--- src/rtl/pe_cell_apb_pkg.sv ---
// Shared types for the pe_cell APB initiator.
// State encoding, command/response bundles, default widths.
package pe_cell_apb_pkg;

  localparam int DEF_WID_BUS  = 32;
  localparam int DEF_WID_ADDR = 8;
  localparam int DEF_TIMEOUT  = 16;

  typedef enum logic [1:0] {
    IDLE,
    SETUP,
    ACCESS,
    RESP
  } apb_state_e;

  typedef struct packed {
    logic                    write;
    logic [DEF_WID_ADDR-1:0] addr;
    logic [DEF_WID_BUS-1:0]  wdata;
  } apb_cmd_t;

  typedef struct packed {
    logic [DEF_WID_BUS-1:0] rdata;
    logic                   err;
  } apb_rsp_t;

endpackage

--- src/rtl/pe_cell_apb_master_if.sv ---
// Command/response channels and APB bus of the pe_cell initiator.
// master: the initiator block; slave: host plus APB target side.
interface pe_cell_apb_master_if
  import pe_cell_apb_pkg::*;
#(
  parameter int WID_BUS  = DEF_WID_BUS,
  parameter int WID_ADDR = DEF_WID_ADDR
) ();

  logic                cmd_valid;
  logic                cmd_ready;
  logic                cmd_write;
  logic [WID_ADDR-1:0] cmd_addr;
  logic [WID_BUS-1:0]  cmd_wdata;

  logic                rsp_valid;
  logic                rsp_ready;
  logic [WID_BUS-1:0]  rsp_rdata;
  logic                rsp_err;

  logic                psel;
  logic                penable;
  logic                pwrite;
  logic [WID_ADDR-1:0] paddr;
  logic [WID_BUS-1:0]  pwdata;
  logic [WID_BUS-1:0]  prdata;
  logic                pready;

  modport master (
    input  cmd_valid, cmd_write, cmd_addr, cmd_wdata,
    output cmd_ready,
    output rsp_valid, rsp_rdata, rsp_err,
    input  rsp_ready,
    output psel, penable, pwrite, paddr, pwdata,
    input  prdata, pready
  );

  modport slave (
    output cmd_valid, cmd_write, cmd_addr, cmd_wdata,
    input  cmd_ready,
    input  rsp_valid, rsp_rdata, rsp_err,
    output rsp_ready,
    input  psel, penable, pwrite, paddr, pwdata,
    output prdata, pready
  );

endinterface

--- src/rtl/pe_cell_apb_master.sv ---
// APB initiator for the pe_cell register port.
// One command at a time, wait states bounded by a timeout.
module pe_cell_apb_master
  import pe_cell_apb_pkg::*;
#(
  parameter int WID_BUS  = DEF_WID_BUS,
  parameter int WID_ADDR = DEF_WID_ADDR,
  parameter int TIMEOUT  = DEF_TIMEOUT
) (
  input  logic                 clk,
  input  logic                 rst_n,
  pe_cell_apb_master_if.master bus,
  output logic                 busy
);

  localparam int CW =
    (TIMEOUT > 0) ? $clog2(TIMEOUT + 1) : 1;
  localparam logic [CW-1:0] CNT_SAT  = {CW{1'b1}};
  localparam logic [CW-1:0] CNT_LAST =
    CW'((TIMEOUT > 0) ? TIMEOUT - 1 : 0);

  apb_state_e          state_q, state_d;
  logic                psel_q, psel_d;
  logic                penable_q, penable_d;
  logic                pwrite_q, pwrite_d;
  logic [WID_ADDR-1:0] paddr_q, paddr_d;
  logic [WID_BUS-1:0]  pwdata_q, pwdata_d;
  logic                rsp_valid_q, rsp_valid_d;
  logic                rsp_err_q, rsp_err_d;
  logic [WID_BUS-1:0]  rsp_rdata_q, rsp_rdata_d;
  logic                cmd_ready_q, cmd_ready_d;
  logic [CW-1:0]       cnt_q, cnt_d;

  // State, bus and response registers.
  always_ff @(posedge clk or negedge rst_n) begin
    if (!rst_n) begin
      state_q     <= IDLE;
      psel_q      <= 1'b0;
      penable_q   <= 1'b0;
      pwrite_q    <= 1'b0;
      paddr_q     <= '0;
      pwdata_q    <= '0;
      rsp_valid_q <= 1'b0;
      rsp_err_q   <= 1'b0;
      rsp_rdata_q <= '0;
      cmd_ready_q <= 1'b0;
      cnt_q       <= '0;
    end else begin
      state_q     <= state_d;
      psel_q      <= psel_d;
      penable_q   <= penable_d;
      pwrite_q    <= pwrite_d;
      paddr_q     <= paddr_d;
      pwdata_q    <= pwdata_d;
      rsp_valid_q <= rsp_valid_d;
      rsp_err_q   <= rsp_err_d;
      rsp_rdata_q <= rsp_rdata_d;
      cmd_ready_q <= cmd_ready_d;
      cnt_q       <= cnt_d;
    end
  end

  // Next state: SETUP, ACCESS with wait/timeout, RESP.
  always_comb begin
    state_d     = state_q;
    psel_d      = psel_q;
    penable_d   = penable_q;
    pwrite_d    = pwrite_q;
    paddr_d     = paddr_q;
    pwdata_d    = pwdata_q;
    rsp_valid_d = rsp_valid_q;
    rsp_err_d   = rsp_err_q;
    rsp_rdata_d = rsp_rdata_q;
    cmd_ready_d = cmd_ready_q;
    cnt_d       = cnt_q;
    unique case (state_q)
      IDLE: begin
        cmd_ready_d = 1'b1;
        if (bus.cmd_valid && cmd_ready_q) begin
          paddr_d     = bus.cmd_addr;
          pwrite_d    = bus.cmd_write;
          pwdata_d    = bus.cmd_write ?
                        bus.cmd_wdata : '0;
          psel_d      = 1'b1;
          penable_d   = 1'b0;
          cmd_ready_d = 1'b0;
          state_d     = SETUP;
        end
      end
      SETUP: begin
        penable_d = 1'b1;
        cnt_d     = '0;
        state_d   = ACCESS;
      end
      ACCESS: begin
        if (bus.pready) begin
          psel_d      = 1'b0;
          penable_d   = 1'b0;
          rsp_rdata_d = pwrite_q ? '0 : bus.prdata;
          rsp_err_d   = 1'b0;
          rsp_valid_d = 1'b1;
          state_d     = RESP;
        end else if (TIMEOUT > 0 &&
                     cnt_q == CNT_LAST) begin
          psel_d      = 1'b0;
          penable_d   = 1'b0;
          rsp_rdata_d = '0;
          rsp_err_d   = 1'b1;
          rsp_valid_d = 1'b1;
          state_d     = RESP;
        end else if (cnt_q != CNT_SAT) begin
          cnt_d = cnt_q + 1'b1;
        end
      end
      RESP: begin
        if (bus.rsp_ready) begin
          rsp_valid_d = 1'b0;
          rsp_err_d   = 1'b0;
          cmd_ready_d = 1'b1;
          state_d     = IDLE;
        end
      end
      default: state_d = IDLE;
    endcase
  end

  assign bus.cmd_ready = cmd_ready_q;
  assign bus.rsp_valid = rsp_valid_q;
  assign bus.rsp_err   = rsp_err_q;
  assign bus.rsp_rdata = rsp_rdata_q;
  assign bus.psel      = psel_q;
  assign bus.penable   = penable_q;
  assign bus.pwrite    = pwrite_q;
  assign bus.paddr     = paddr_q;
  assign bus.pwdata    = pwdata_q;
  assign busy          = (state_q != IDLE);

endmodule

--- src/flat_wrapper.sv ---
// flat-port wrapper written by rule: the top's interface ports become plain ports
module pe_cell_apb_master_flat import pe_cell_apb_pkg::*;
#(
  parameter int WID_BUS  = DEF_WID_BUS,
  parameter int WID_ADDR = DEF_WID_ADDR,
  parameter int TIMEOUT  = DEF_TIMEOUT
)
  (clk, rst_n, busy, bus_cmd_valid, bus_cmd_write, bus_cmd_addr, bus_cmd_wdata, bus_cmd_ready, bus_rsp_valid, bus_rsp_rdata, bus_rsp_err, bus_rsp_ready, bus_psel, bus_penable, bus_pwrite, bus_paddr, bus_pwdata, bus_prdata, bus_pready);
  pe_cell_apb_master_if #(.WID_BUS(WID_BUS), .WID_ADDR(WID_ADDR)) bus_i ();
  input  logic clk;
  input  logic rst_n;
  output logic busy;
  input wire logic [$bits(bus_i.cmd_valid)-1:0] bus_cmd_valid;
  input wire logic [$bits(bus_i.cmd_write)-1:0] bus_cmd_write;
  input wire logic [$bits(bus_i.cmd_addr)-1:0] bus_cmd_addr;
  input wire logic [$bits(bus_i.cmd_wdata)-1:0] bus_cmd_wdata;
  output wire logic [$bits(bus_i.cmd_ready)-1:0] bus_cmd_ready;
  output wire logic [$bits(bus_i.rsp_valid)-1:0] bus_rsp_valid;
  output wire logic [$bits(bus_i.rsp_rdata)-1:0] bus_rsp_rdata;
  output wire logic [$bits(bus_i.rsp_err)-1:0] bus_rsp_err;
  input wire logic [$bits(bus_i.rsp_ready)-1:0] bus_rsp_ready;
  output wire logic [$bits(bus_i.psel)-1:0] bus_psel;
  output wire logic [$bits(bus_i.penable)-1:0] bus_penable;
  output wire logic [$bits(bus_i.pwrite)-1:0] bus_pwrite;
  output wire logic [$bits(bus_i.paddr)-1:0] bus_paddr;
  output wire logic [$bits(bus_i.pwdata)-1:0] bus_pwdata;
  input wire logic [$bits(bus_i.prdata)-1:0] bus_prdata;
  input wire logic [$bits(bus_i.pready)-1:0] bus_pready;
  assign bus_i.cmd_valid = bus_cmd_valid;
  assign bus_i.cmd_write = bus_cmd_write;
  assign bus_i.cmd_addr = bus_cmd_addr;
  assign bus_i.cmd_wdata = bus_cmd_wdata;
  assign bus_cmd_ready = bus_i.cmd_ready;
  assign bus_rsp_valid = bus_i.rsp_valid;
  assign bus_rsp_rdata = bus_i.rsp_rdata;
  assign bus_rsp_err = bus_i.rsp_err;
  assign bus_i.rsp_ready = bus_rsp_ready;
  assign bus_psel = bus_i.psel;
  assign bus_penable = bus_i.penable;
  assign bus_pwrite = bus_i.pwrite;
  assign bus_paddr = bus_i.paddr;
  assign bus_pwdata = bus_i.pwdata;
  assign bus_i.prdata = bus_prdata;
  assign bus_i.pready = bus_pready;
  pe_cell_apb_master #(.WID_BUS(WID_BUS), .WID_ADDR(WID_ADDR), .TIMEOUT(TIMEOUT)) u_core (.clk(clk), .rst_n(rst_n), .bus(bus_i), .busy(busy));
endmodule
--- config.mk ---
export PLATFORM = sky130hd
export DESIGN_NAME = pe_cell_apb_master_flat
export DESIGN_NICKNAME = d
export VERILOG_FILES = /design/src/rtl/pe_cell_apb_pkg.sv /design/src/rtl/pe_cell_apb_master_if.sv /design/src/rtl/pe_cell_apb_master.sv /design/src/flat_wrapper.sv
export SDC_FILE = /design/constraint.sdc
export NUM_CORES = 1
export LEC_CHECK = 0
export BUFFER_PORTS_ARGS = -buffer_cell sky130_fd_sc_hd__clkbuf_2
export CAP_MARGIN = 25
export CELL_PAD_IN_SITES_DETAIL_PLACEMENT = 1
export CELL_PAD_IN_SITES_GLOBAL_PLACEMENT = 2
export CORE_MARGIN = 10
export CORE_UTILIZATION = 29
export DETAILED_ROUTE_END_ITERATION = 8
export PLACE_DENSITY_LB_ADDON = 0.1
export SLEW_MARGIN = 30
export SYNTH_ARGS = -nofsm -noshare
export SYNTH_HDL_FRONTEND = slang
export SYNTH_SLANG_ARGS = --single-unit
--- constraint.sdc ---
create_clock -name clk -period 3.61 [get_ports clk]
set_input_delay 1.083 -clock clk [delete_from_list [all_inputs] [get_ports clk]]
set_output_delay 1.083 -clock clk [all_outputs]
set_load 0.03 [all_outputs]
======== After elaboration in Yosys (flattened, before gate mapping) ========
Cells that the tools add are included.
storage, ports and cells
  flip-flop bits (word level) ............. 85
operators by class
  add/sub/neg operators ................... 1
  eq/ne operators ......................... 11
  muxes and demuxes ....................... 28
  reduce and logical (&&, ||, !) cells .... 17
operators with widths
  kind                                                                     count
  32-bit 2-to-1 mux                                                        4
  5-bit 2-to-1 mux                                                         3
  3-bit AND reduction                                                      4
  2-bit nonzero test                                                       6
  1-bit 2-to-1 mux                                                         10
  5-bit one-hot mux with 2 select lines                                    1
  2-bit 2-to-1 mux                                                         4
  1-bit one-hot mux with 2 select lines                                    4
  2-bit one-hot mux with 4 select lines                                    1
  2-bit inequality test, second input constant                             3
  2-bit AND reduction                                                      3
  5-bit by 1-bit adder with 5-bit output, second input constant            1
  5-bit by 4-bit == test with 1-bit output, second input constant          1
  5-bit inequality test, second input constant                             1
  2-bit == test, second input constant                                     2
  2-bit by 1-bit inequality test with 1-bit output, second input constant  2
  4-bit AND reduction                                                      1
  3-bit by 2-bit inequality test with 1-bit output, second input constant  1
  1-bit one-hot mux with 3 select lines                                    1
  3-bit nonzero test                                                       1
  2-bit by 1-bit == test with 1-bit output, second input constant          1
  2-bit logical NOT                                                        1
  1-bit logical AND                                                        1

======== Depth between registers and ports, before layout ========
Gate-level depths: netlist of run 1.
  depth in word-level cells ............... 5
  depth in mapped cells ................... 8

======== Worst setup path after synthesis of run 1 ========
Ideal clock, no wire load.
  kind .................................... input to register
  from .................................... in bus_cmd_valid
  to ...................................... reg u_core.paddr_q[3] (netlist: u_core.bus.paddr[3])
  setup time .............................. 125 ps
  arrival time ............................ 1895 ps
  setup slack ............................. 1591 ps
  cell stages on the path ................. 4
  path buffers ............................ 2
  cells stage by stage .................... nand3_1 > buf_2 > buf_2 > mux2_2
between the ends
  cells in the longest elaborated chain, start to end .. 2
ends and longest elaborated chain
  element                               RTL line                  source
  from (decl)                           flat_wrapper.sv:13        input wire logic [$bits(bus_i.cmd_valid)-1:0] bus_cmd_valid;
  1-bit logical AND                     pe_cell_apb_master.sv:79  if (bus.cmd_valid && cmd_ready_q) begin
  2-bit AND reduction (no source line)  -
  to (signal assigned)                  pe_cell_apb_master.sv:53  paddr_q <= paddr_d;
  to (decl)                             pe_cell_apb_master.sv:26  logic [WID_ADDR-1:0] paddr_q, paddr_d;
No other way between the ends.
A chain may end at the register's enable or synchronous reset.

======== Worst setup path in the final report of run 1 ========
  from .................................... reg u_core.state_q[0]
  to ...................................... out busy
between the ends
  cells in the longest elaborated chain, start to end .. 1
ends and longest elaborated chain
  element                 RTL line                   source
  from (decl)             pe_cell_apb_master.sv:22   apb_state_e state_q, state_d;
  from (signal assigned)  pe_cell_apb_master.sv:49   state_q <= state_d;
  2-bit nonzero test      pe_cell_apb_master.sv:136  assign busy = (state_q != IDLE);
  to (decl)               flat_wrapper.sv:12         output logic busy;
No other way between the ends.

==> impl_metrics.json, run 1 <==
{
  "final_antenna_net_count": 0,
  "fin_crit_sh": 0.682,
  "dpl.hpwl_mm": 7.98,
  "cts_buffers": 9,
  "nets": 563,
  "slew_headroom": 0.412,
  "drtIter0Drc": 195,
  "path_cells": "inv_1 -> ha_1 -> inv_1 -> clkbuf_2",
  "viasPerCell": 4.60,
  "dieArea_mm2": 0.0168,
  "areaGrowthSynthToFinish_pct": 35.1,
  "ys_seq_area_frac": 0.611,
  "final_cell_mix": "clkbuf_2 (155), nand2_1 (97), dfrtp_1 (85)",
  "grt_setup_unrepaired": "false",
  "slowest_stage": "dfrtp_1",
  "place_congestion": 0.713,
  "routedWlPerCell_um": 17.3,
  "instances_no_fill": 626,
  "ctsHoldBuffers": 0,
  "clock-sinks": 85,
  "ys_types": 30,
  "cp.required_ps": 2530,
  "chipWidth_um": 130,
  "clockBufferDepth": 2,
  "drv_cap": 0,
  "yosysWarnings": 0,
  "critical_path_class": "reg2out",
  "avgSynthCellArea_um2": 10.5,
  "skew_ps": 5.24,
  "final_common_cell": "clkbuf_2",
  "synthAdderAreaFrac": 0.0252,
  "synth.area.mux_share": 0.0385,
  "worstSetupEndpointType": "output port",
  "power.density_mw_per_mm2": 958,
  "synth-seq-cells": 85,
  "htreeDepth": 3,
  "initial_core_util": 0.301,
  "firstDrtPassIters": 4,
  "cts_tree": "built",
  "wl_mm": 10.8,
  "grt.overflow.total": 0,
  "clk_pin_slew_ps": 60,
  "num_rows": 39,
  "insertion_delay_ps": 340,
  "fin_area_mm2": 0.00470,
  "tightestPinTransition_ps": 878,
  "drive_gt1_frac": 0.395,
  "leakage_nw": 2.47,
  "grt_max_degree": 86,
  "cts_setup_buffers": 0,
  "vias": 2881,
  "post_cts_resized": 0,
  "cts-root-buf": "clkbuf_16",
  "synth_top_family_by_area": "simple AND/OR/NAND/NOR gates",
  "status": "finished, final reports clean",
  "final-setup-viol-count": 0,
  "fmax_ghz": 0.406,
  "antenna_found_initial": 0,
  "grt_pass1_vias": 3219,
  "syn_nets": 415,
  "die_h_um": 130,
  "drv_slew": 0,
  "hold_violations": 0,
  "drc_errors": 0,
  "irDropWorstVdd_uv": 392,
  "mappedNetlistArea_mm2": 0.00348,
  "holdCritPathClass": "reg2reg",
  "dpl_cell_area_mm2": 0.00439,
  "cpMostUsedCell": "inv_1",
  "port_buffers": 156,
  "cpPeakStageDelay_ps": 390,
  "track_usage": 0.131,
  "ios": 157,
  "crit_arrival_ps": 1380,
  "holdWs_ps": 476,
  "fin_setup_tns_ps": 0,
  "core_area_mm2": 0.0116,
  "post-place-ws_ps": 1080,
  "synth-simple-area-share": 0.144,
  "cp-start-kind": "register",
  "antenna_cells": 0,
  "placed_cells": 610,
  "grt_pass1_wl_mm": 17.3,
  "synth_compound_area_frac": 0.139,
  "synth-xor-area-share": 0.00252,
  "syn_inst": 330,
  "crit_fanout": 5,
  "setup_ws_ps": 1150,
  "fin_crit_ps": 2460
}
layer usage:
| metal | vias up | GRT usage | routed length [um] |
|---|---|---|---|
| met5 | - | 0 | 0 |
| met4 | 0 | 0.0437 | 147 |
| met3 | 10 | 0.0648 | 1180 |
| met2 | 95 | 0.215 | 5060 |
| met1 | 1370 | 0.147 | 4430 |
| li1 | 1406 | - | - |
synthesized netlist by cell type:
master	number	share of area
buf_6	3	0.0097
nor3_1	2	0.0029
and3_1	1	0.0018
dfrtp_1	85	0.61
nor3b_1	2	0.0043
o21ai_0	54	0.078
o32a_2	1	0.0032
nand3_1	4	0.0058
a21o_1	1	0.0022
buf_4	1	0.0022
nor2b_4	1	0.0040
nand4_1	1	0.0018
or4b_4	1	0.0040
a21boi_0	2	0.0043
nor2b_1	3	0.0054
mux2_2	11	0.036
buf_2	6	0.0086
mux2i_1	1	0.0029
nand2_1	97	0.10
and2_4	1	0.0025
a22o_1	17	0.043
inv_1	6	0.0065
nand2b_1	1	0.0018
xor2_1	1	0.0025
buf_1	3	0.0032
clkbuf_1	9	0.0097
o21ai_1	5	0.0072
nor4b_1	2	0.0050
ha_1	7	0.025
a31oi_1	1	0.0018
path summary, 6_finish.rpt:
check                           slack [ps]  depth (start not counted)                        to             startpoint
worst max-delay path                  1150                          4                      busy      u_core.state_q[0]
worst min-delay path                   480                          2     u_core.bus.pwdata[15]  u_core.bus.pwdata[15]
worst max register to register        1220                          6  u_core.bus.rsp_rdata[15]        u_core.cnt_q[0]
worst min register to register         480                          2     u_core.bus.pwdata[15]  u_core.bus.pwdata[15]
max in group asynchronous             2460                          2           u_core.cnt_q[4]                  rst_n
min in group asynchronous              740                          2  u_core.bus.rsp_rdata[24]                  rst_n
stage by stage:
| step | total power, mW | utilization |
|---|---|---|
| after detailed placement | 3.61 | 0.380 |
| after global routing | 4.83 | 0.407 |
| after floorplan | 2.92 | - |
| after CTS | 4.60 | 0.407 |
| final | 4.50 | 0.407 |
| after global placement | 3.56 | 0.380 |
sequential cells by signal (all words and copies together) (netlist names):
register / count
u_core.cnt_q: 5
u_core.bus.penable: 1
u_core.bus.rsp_err: 1
u_core.bus.paddr: 8
u_core.bus.psel: 1
u_core.bus.pwdata: 32
u_core.bus.pwrite: 1
u_core.bus.cmd_ready: 1
u_core.bus.rsp_valid: 1
u_core.state_q: 2
u_core.bus.rsp_rdata: 32
power breakdown:
part | switching (mW) | leakage (nW) | internal, mW
combinational | 1.36 | 1.22 | 0.606
clock | 0.372 | 0.152 | 0.592
sequential | 0.229 | 1.10 | 1.34
total | 1.96 | 2.47 | 2.54
area by class of cell:
class	instances	area (um^2)
clock buffer	13	270
clock inverter	3	42.5
fill	1365	6860
inverter	6	22.5
multi-input combinational	217	1230
sequential	85	2130
tap	143	179
timing repair buffer	159	831
worst max-delay path, delay by kind of cell, from the launching register on:
family / cells / cell delay (ps)
adders and majority gates: 1 / 270
buffers and inverters: 3 / 380
DFF: 1 / 390
cells by family after synthesis:
| logic type | Yosys count |
|---|---|
| AND/OR/NAND/NOR | 116 |
| adder cells (fa/ha/maj) | 7 |
| XOR/XNOR | 1 |
| AO/OA/AOI/OAI | 81 |
| flip-flops | 85 |
| buffers and inverters | 28 |
| multiplexers | 12 |
Note: power is estimated with default switching activity, not from simulation.
==> run 2: changes to the inputs <==
Settings changed: ABC_AREA from default to 1, CORE_UTILIZATION 29 to 26.
Clock period 3.61 ns to 2.5 ns, I/O delays scaled along.
==> run 2 against run 1 <==
  * Die area increased by 11%
  * Non-clock buffer count up 3
  * Largest cell class unchanged
  * Cell area grew 2.2%
  * Clock power increased by 48%
  * Synthesized cell count increased by 21%
  * Global-route usage fell by 0.24 points
  * Via count up 12%
  * Flip-flop and latch count unchanged
  * Sequential share of layout area fell by 0.97 points
  * Final cell count grew 17%
  * First-iteration DRC count shrank 32%
  * Critical path type unchanged
==> impl_metrics.json, run 2 <==
{
  "final-setup-viol-count": 0,
  "cts_buffers": 9,
  "core_area_mm2": 0.0132,
  "holdCritPathClass": "in2async",
  "synth.area.mux_share": 0,
  "regArea_mm2": 0.00213,
  "skew_ps": 4.64,
  "synth_top_family_by_area": "simple AND/OR/NAND/NOR gates",
  "slew_headroom": 0.514,
  "fin_crit_sh": 0.861,
  "num_rows": 42,
  "use_met2": 0.193,
  "place_congestion": 0.736,
  "grt_setup_unrepaired": "false",
  "synth_compound_area_frac": 0.0191,
  "grt.met3_usage": 0.0634,
  "multi_input_area_mm2": 0.00126,
  "cp.required_ps": 1750,
  "critical_path_class": "reg2out",
  "met1_usage": 0.156,
  "port_buffers": 156,
  "cts_tree": "built",
  "syn_nets": 484,
  "irDropWorstVdd_uv": 392,
  "nets": 636,
  "ys_seq_area_frac": 0.603,
  "holdWs_ps": 300,
  "hold_violations": 0,
  "placed_cells": 716,
  "htreeDepth": 3,
  "slowest_stage": "dfrtp_1",
  "routedWlPerCell_um": 16.1,
  "firstDrtPassIters": 4,
  "final_antenna_net_count": 0,
  "grt-busiest-layer": "met2",
  "drive_gt1_frac": 0.339,
  "critical-path-top-delay-family": "buffers and inverters",
  "ctsHoldBuffers": 0,
  "worst-path-buf-inv": 3,
  "crit_arrival_ps": 1400,
  "synthFlopType": "dfrtp_1",
  "mappedNetlistArea_mm2": 0.00353,
  "synth_area_leader_cell": "dfrtp_1",
  "areaGrowthSynthToFinish_pct": 36.2,
  "antenna_cells": 0,
  "fin_total_pwr_mw": 6.60,
  "antenna_found_initial": 0,
  "postLayoutCoreUtil": 0.363,
  "final_common_cell": "nand2_1",
  "yosysTopAreaCellShare": 0.603,
  "wl_mm": 11.8,
  "final_cell_mix": "nand2_1 (179), clkbuf_2 (155), dfrtp_1 (85)",
  "fmax_ghz": 0.465,
  "vias": 3214,
  "avgSynthCellArea_um2": 8.84,
  "track_usage": 0.129,
  "drv_cap": 0,
  "synth.area.top_cells": "dfrtp_1 (60%), nand2_1 (19%), nand3_1 (9.9%)",
  "dieArea_mm2": 0.0186,
  "synth-simple-area-share": 0.313,
  "drtIter0Drc": 132,
  "drc_errors": 0,
  "ios": 157,
  "post_cts_resized": 0,
  "worstSetupEndpointType": "output port",
  "fin_setup_tns_ps": 0,
  "yosys.cell_count.top_type": "nand2_1",
  "yosys-top-cells-count": "nand2_1 (179), dfrtp_1 (85), nand3_1 (70)",
  "synth-xor-area-share": 0,
  "dpl.hpwl_mm": 8.78,
  "synthAdderAreaFrac": 0.0248,
  "drv_slew": 0,
  "cp-start-kind": "register",
  "cpPeakStageDelay_ps": 400,
  "crit_fanout": 4,
  "clk_pin_slew_ps": 60,
  "clockBufferDepth": 2,
  "critPathLaunch": "u_core.state_q[0]",
  "synth-seq-cells": 85,
  "grt_max_degree": 47,
  "path_cells": "inv_1 -> ha_1 -> inv_2 -> clkbuf_2",
  "cts_setup_buffers": 0,
  "cts-root-buf": "clkbuf_16",
  "syn_inst": 399,
  "fillers": 1647,
  "postSynth.asyncResetShare": 1.00,
  "grt_pass1_vias": 3651,
  "power.density_mw_per_mm2": 1370,
  "clock-sinks": 85,
  "insertion_delay_ps": 340,
  "status": "finished, final reports clean",
  "synth_edf_count": 0,
  "leakage_nw": 2.77,
  "initial_core_util": 0.266,
  "instances_no_fill": 731,
  "ys_types": 17,
  "die_h_um": 136,
  "tightestPinTransition_ps": 728,
  "rr_startpoint": "u_core.cnt_q[0]",
  "chipWidth_um": 136,
  "viasPerCell": 4.40,
  "yosysWarnings": 0,
  "grt_pass1_wl_mm": 19.0,
  "fin_crit_ps": 2150,
  "grt.overflow.total": 0
}
-- run 2: stage by stage --
stage / area, um^2 / setup WS (ps)
2_1_floorplan: 3530 / 878
3_3_place_gp: 4490 / 577
3_5_place_dp: 4490 / 488
4_1_cts: 4810 / 311
5_1_grt: 4810 / 266
6_report: 4810 / 348
-- run 2: routing by layer --
layer / vias up / share of wire
li1: 1575 / -
met1: 1514 / 0.44
met2: 114 / 0.43
met3: 11 / 0.12
met4: 0 / 0.012
met5: - / 0
-- run 2: where the power goes --
part / switching (mW) / internal [mW] / total (mW) / leakage (nW)
clock: 0.537 / 0.896 / 1.43 / 0.152
sequential: 0.321 / 1.92 / 2.24 / 1.10
combinational: 2.15 / 0.773 / 2.92 / 1.51
total: 3.01 / 3.59 / 6.60 / 2.77
-- run 2: final cells by class --
| cell class | instances | area share |
|---|---|---|
| clock buffers | 11 | 0.0505 |
| clock inverters | 4 | 0.0151 |
| inverters | 11 | 0.00859 |
| multi-input cells | 282 | 0.262 |
| flip-flops and latches | 85 | 0.443 |
| well taps | 176 | 0.0458 |
| repair buffers | 162 | 0.175 |
-- run 2: kinds of logic (layout without fill, tap and decap cells) --
kind of cell    Yosys count  after routing
fa+ha+maj                 7              7
compound gates           13             13
buf+inv                  32            188
flops                    85             85
simple gates            262            262
-- run 2: path summary, 6_finish.rpt --
path	end	slack [ps]	depth (start not counted)
worst min register to register	u_core.bus.rsp_rdata[31]	470	2
worst max-delay path	busy	350	4
worst max register to register	u_core.bus.rsp_rdata[4]	510	10
max in group asynchronous	u_core.bus.pwdata[31]	1600	2
min in group clk	u_core.bus.rsp_rdata[31]	470	2
worst min-delay path	u_core.bus.rsp_rdata[26]	300	1
